<file path="config.mk">
export PLATFORM = sky130hd
export DESIGN_NAME = io_port_bridge
export DESIGN_NICKNAME = d
export VERILOG_FILES = /design/src/rtl/io_port_bridge.sv
export SDC_FILE = /design/constraint.sdc
export NUM_CORES = 1
export LEC_CHECK = 0
export ABC_AREA = 1
export CAP_MARGIN = 20
export CORE_ASPECT_RATIO = 1.1
export CORE_UTILIZATION = 35
export DETAILED_ROUTE_END_ITERATION = 16
export SYNTH_ARGS = -nofsm -noshare
export SYNTH_HDL_FRONTEND = slang
export SYNTH_SLANG_ARGS = --single-unit
</file>
<file path="constraint.sdc">
create_clock -name clk -period 2.5 [get_ports clk]
set_clock_uncertainty 0.05 [all_clocks]
set_input_delay 0.375 -clock clk [delete_from_list [all_inputs] [get_ports clk]]
set_output_delay 0.375 -clock clk [all_outputs]
set_load 0.03 [all_outputs]
</file>
<file path="src/rtl/io_port_bridge.sv">
// io_port_bridge: drives processor input_IO from a host register and queues each new stable output_IO value in a show-ahead FIFO
// Ports: clk/reset (async, active-high); output_IO sampled every cycle; input_IO loaded from host_in_data on host_in_we;
// host_rd_en pops host_rd_data/host_rd_valid; fifo_count entries stored; dropped is sticky overflow, cleared by host_clear_drop.
module io_port_bridge #(
   parameter int DEPTH         = 8,
   parameter int STABLE_CYCLES = 2
) (
   input  logic                   clk,
   input  logic                   reset,
   input  logic [15:0]            output_IO,
   output logic [15:0]            input_IO,
   input  logic [15:0]            host_in_data,
   input  logic                   host_in_we,
   input  logic                   host_rd_en,
   output logic [15:0]            host_rd_data,
   output logic                   host_rd_valid,
   output logic [$clog2(DEPTH):0] fifo_count,
   output logic                   dropped,
   input  logic                   host_clear_drop
);
   localparam int AW = $clog2(DEPTH);
   localparam int CW = AW + 1;
   localparam logic [3:0] SC = 4'(STABLE_CYCLES);
   localparam logic [CW-1:0] FULL = CW'(DEPTH);
   typedef enum logic {WATCH, SETTLE} state_t;
   state_t state;
   logic [15:0] last_val, cand;
   logic [3:0] cnt;
   logic [15:0] mem [DEPTH];
   logic [AW-1:0] wr_ptr, rd_ptr;
   logic push, pop, full, do_push;
   // push_val is always output_IO: in SETTLE a push only happens when output_IO equals cand
   assign push = output_IO != last_val && (state == WATCH ? STABLE_CYCLES == 1 : output_IO == cand && cnt + 4'd1 == SC);
   assign host_rd_valid = fifo_count != '0;
   assign host_rd_data = host_rd_valid ? mem[rd_ptr] : '0;
   assign pop = host_rd_en && host_rd_valid;
   assign full = fifo_count == FULL;
   assign do_push = push && (!full || pop);
   always_ff @(posedge clk or posedge reset) begin
      if (reset) begin
         state <= WATCH;
         cand <= '0;
         cnt <= '0;
         last_val <= '0;
      end else if (state == WATCH) begin
         if (output_IO != last_val) begin
            if (push) last_val <= output_IO;
            else begin
               cand <= output_IO;
               cnt <= 4'd1;
               state <= SETTLE;
            end
         end
      end else begin
         if (output_IO == last_val) state <= WATCH;
         else if (output_IO != cand) begin
            cand <= output_IO;
            cnt <= 4'd1;
         end else if (push) begin
            last_val <= cand;
            state <= WATCH;
         end else cnt <= cnt + 4'd1;
      end
   end
   // last_val advances even on a dropped push so the lost value is not re-captured
   always_ff @(posedge clk or posedge reset) begin
      if (reset) begin
         wr_ptr <= '0;
         rd_ptr <= '0;
         fifo_count <= '0;
         dropped <= 1'b0;
         input_IO <= '0;
      end else begin
         if (do_push) wr_ptr <= wr_ptr + AW'(1);
         if (pop) rd_ptr <= rd_ptr + AW'(1);
         fifo_count <= fifo_count + CW'(do_push) - CW'(pop);
         dropped <= (push && full && !pop) || (dropped && !host_clear_drop);
         if (host_in_we) input_IO <= host_in_data;
      end
   end
   always_ff @(posedge clk) begin
      if (do_push) mem[wr_ptr] <= output_IO;
   end
endmodule

</file>
==> run_results.csv <==
group,metric,value,unit
outcome,status,"completed",
pwr,swShare,36.35,%
finish,final_common_cell,"nor2_1",
placed_design,port_buffers,74,
finish,drive_gt1_share,25.29,%
pwr,intPower,6.585,mW
sta,rsz0062_at_grt,"yes",
finish,area_delta_synth_final,32.07,%
cts,clk_latency,0.43,ns
synth,yosys.cell_types.count,29,
grt,gr-total-overflow,0,
worst_setup_path,critPathRequiredTime,2.08,ns
finish,final_area,11220,µm²
routing,first_pass_iters,5,
routing,num_vias,6041,
grt,grt_pass1_wl,32.04,mm
pwr,clkPwrFrac,26.0,%
placed_design,placed_area,10330,µm²
cts,clockBufferDepth,2,
synth,synth-seq-cells,192,
sta,setup_violations,0,
pwr,ir_worst_vdd,0.4521,mV
sta,setup_tns,0,ns
synth,synth.largest_area_cell,"edfxtp_1",
cts,clock_sinks,192,
worst_setup_path,cp_data_arrival_time,2.02,ns
sta,period_needed,2.441,ns
sta,fmax,409.7,MHz
pwr,powerDensity,922.3,nW/µm²
routing,ant_nets,0,
sta,slew_headroom,63.41,%
placed_design,dp_hpwl,13.28,mm
grt,grt_max_degree,41,
grt,grt_pass1_vias,5945,
synth,ys.warnings.count,0,
synth,synth_area_leaders,"edfxtp_1, dfrtp_1, nor2_1",
synth,ys_seq_area_share,64.11,%
pwr,netSwitchingPower,3.760,mW
sta,hold_violations,0,
routing,viasPerCell,4.787,
floorplanning,die-width,150.5,µm
job,cap_violations,0,
worst_setup_path,cp-end-kind,"primary output",
floorplanning,core-area,23770,µm²
placed_design,place.gp.congestion,0.8525,
pwr,leakagePower,4.528,nW
cts,cts_tree,"built",
cts,clockRootBuffer,"clkbuf_16",
sta,period_share,97.63,%
finish,final_nets,991,
routing,first_iter_violations,343,
synth,avgSynthCellArea,10.70,µm²
finish,n_antenna_cell,0,
grt,grt_usage,17.26,%
worst_setup_path,start_kind,"flop",
floorplanning,ios,75,
synth,synth_area,8493,µm²
finish,final_core_util,47.19,%
worst_setup_path,reg2regPathDepth,11,
floorplanning,die-area,24890,µm²
routing,wl_per_cell,16.44,µm
floorplanning,initial_utilization,35.73,%
synth,synth.top_cell.area_share,45.26,%
sta,worstMarginPinSlew,0.5489,ns
finish,mostFrequentLayoutCells,"nor2_1, edfxtp_1, nand2_1",
floorplanning,placementRows,59,
pwr,combPwrFrac,39.4,%
cts,htreeDepth,4,
floorplanning,die_y,165.4,µm
worst_setup_path,critPathMaxFanout,12,
grt,antenna_found_initial,0,
cts,cts_buffers,17,
pwr,p_seq_share,34.7,%
routing,drcViolationCount,0,
synth,synthCells,794,
min_path,hold_path.class,"in -> async",
worst_setup_path,path_class,"reg -> out",
synth,synthesis.nets,841,
cts,clk_pin_slew,0.08,ns
sta,slew_violations,0,
routing,drt-total-wl,20.75,mm
pwr,total_power,10.35,mW
==> final cells by class <==
class	instances	area [µm²]
fill	2140	12550
sequential	192	5446
multi-input combinational	514	2795
timing repair buffer	168	1813
clock buffer	18	429.2
tap	305	381.6
inverter	51	193.9
clock inverter	14	157.7
==> critical path, stage by stage (launching register included) <==
cell and delay (ns):
dfrtp_2 0.46, inv_4 0.12, buf_12 0.13, buf_12 0.12, nor2_1 0.04, o22ai_1 0.14
o21ai_0 0.09, a31oi_1 0.20, buf_4 0.17, buf_12 0.11
==> metal layers <==
| metal | track usage (%) | up-vias | wire [µm] |
|---|---|---|---|
| met2 | 30.71 | 121 | 10600 |
| li1 | - | 3013 | - |
| met5 | 0 | - | 0 |
| met3 | 3.077 | 22 | 891 |
| met4 | 5.464 | 0 | 320 |
| met1 | 21.08 | 2885 | 8932 |
==> logic make-up after synthesis <==
logic type | Yosys count | synth area share, %
flip-flops | 192 | 64.11
multiplexers | 16 | 2.121
adder cells (fa/ha/maj) | 10 | 1.562
XOR/XNOR | 22 | 2.269
AO/OA/AOI/OAI | 167 | 11.06
AND/OR/NAND/NOR | 299 | 14.61
buffers and inverters | 88 | 4.257
==> timing repair <==
item                       in CTS  in global routing
resized for setup              19                 42
setup buffers                   0                  7
hold buffers                    0                  0
pin swaps                       0                  6
cloned                          1                  4
setup endpoints to repair      11                141
==> power by group through the flow <==
stage          sequential, mW  combinational (mW)  clock [mW]
6_report                 3.59                4.07        2.69
2_1_floorplan            3.75                2.12           0
5_1_grt                  3.60                4.41        2.86
3_3_place_gp             3.65                3.86           0
4_1_cts                  3.59                3.96        2.75
3_5_place_dp             3.65                3.88           0
==> Yosys cell counts, drive strengths merged <==
cell type and instances:
ha 9, o22ai 16, inv 51, clkbuf 26, nand2 131, nor3 1
a21oi 17, a31oi 16, buf 11, o21ai 118, xor2 19, nand4 8
edfxtp 128, mux2 16, nand3 6, nor2 153, xnor2 3, fa 1
dfrtp 64
==> worst paths after layout <==
kind | endpoint | slack [ns] | start
min in group clk | cand[3] | 0.39 | output_IO[3]
setup reg to reg | mem[3][9] | 0.17 | cnt[0]
setup / recovery | host_rd_data[5] | 0.06 | rd_ptr[0]
hold reg to reg | dropped | 0.45 | dropped
max in group asynchronous | last_val[11] | 1.62 | reset
hold / removal | input_IO[13] | 0.24 | reset
==> sequential cells by signal (all words and copies together) (netlist names) <==
| register | count |
|---|---|
| state | 1 |
| rd_ptr | 3 |
| last_val | 16 |
| input_IO | 16 |
| cnt | 4 |
| cand | 16 |
| wr_ptr | 3 |
| mem | 128 |
| fifo_count | 4 |
| dropped | 1 |
==> per-stage QoR <==
step	instances	worst slack, ns	hold WS (ns)
5_1_grt	1262	-0.03111	0.2699
2_1_floorplan	794	-0.1614	0.4125
3_5_place_dp	1218	-0.4049	0.4329
3_3_place_gp	1218	-0.3972	0.4255
4_1_cts	1251	0.004982	0.2506
6_report	1262	0.05927	0.2439
(Power assumes the default switching activity.)
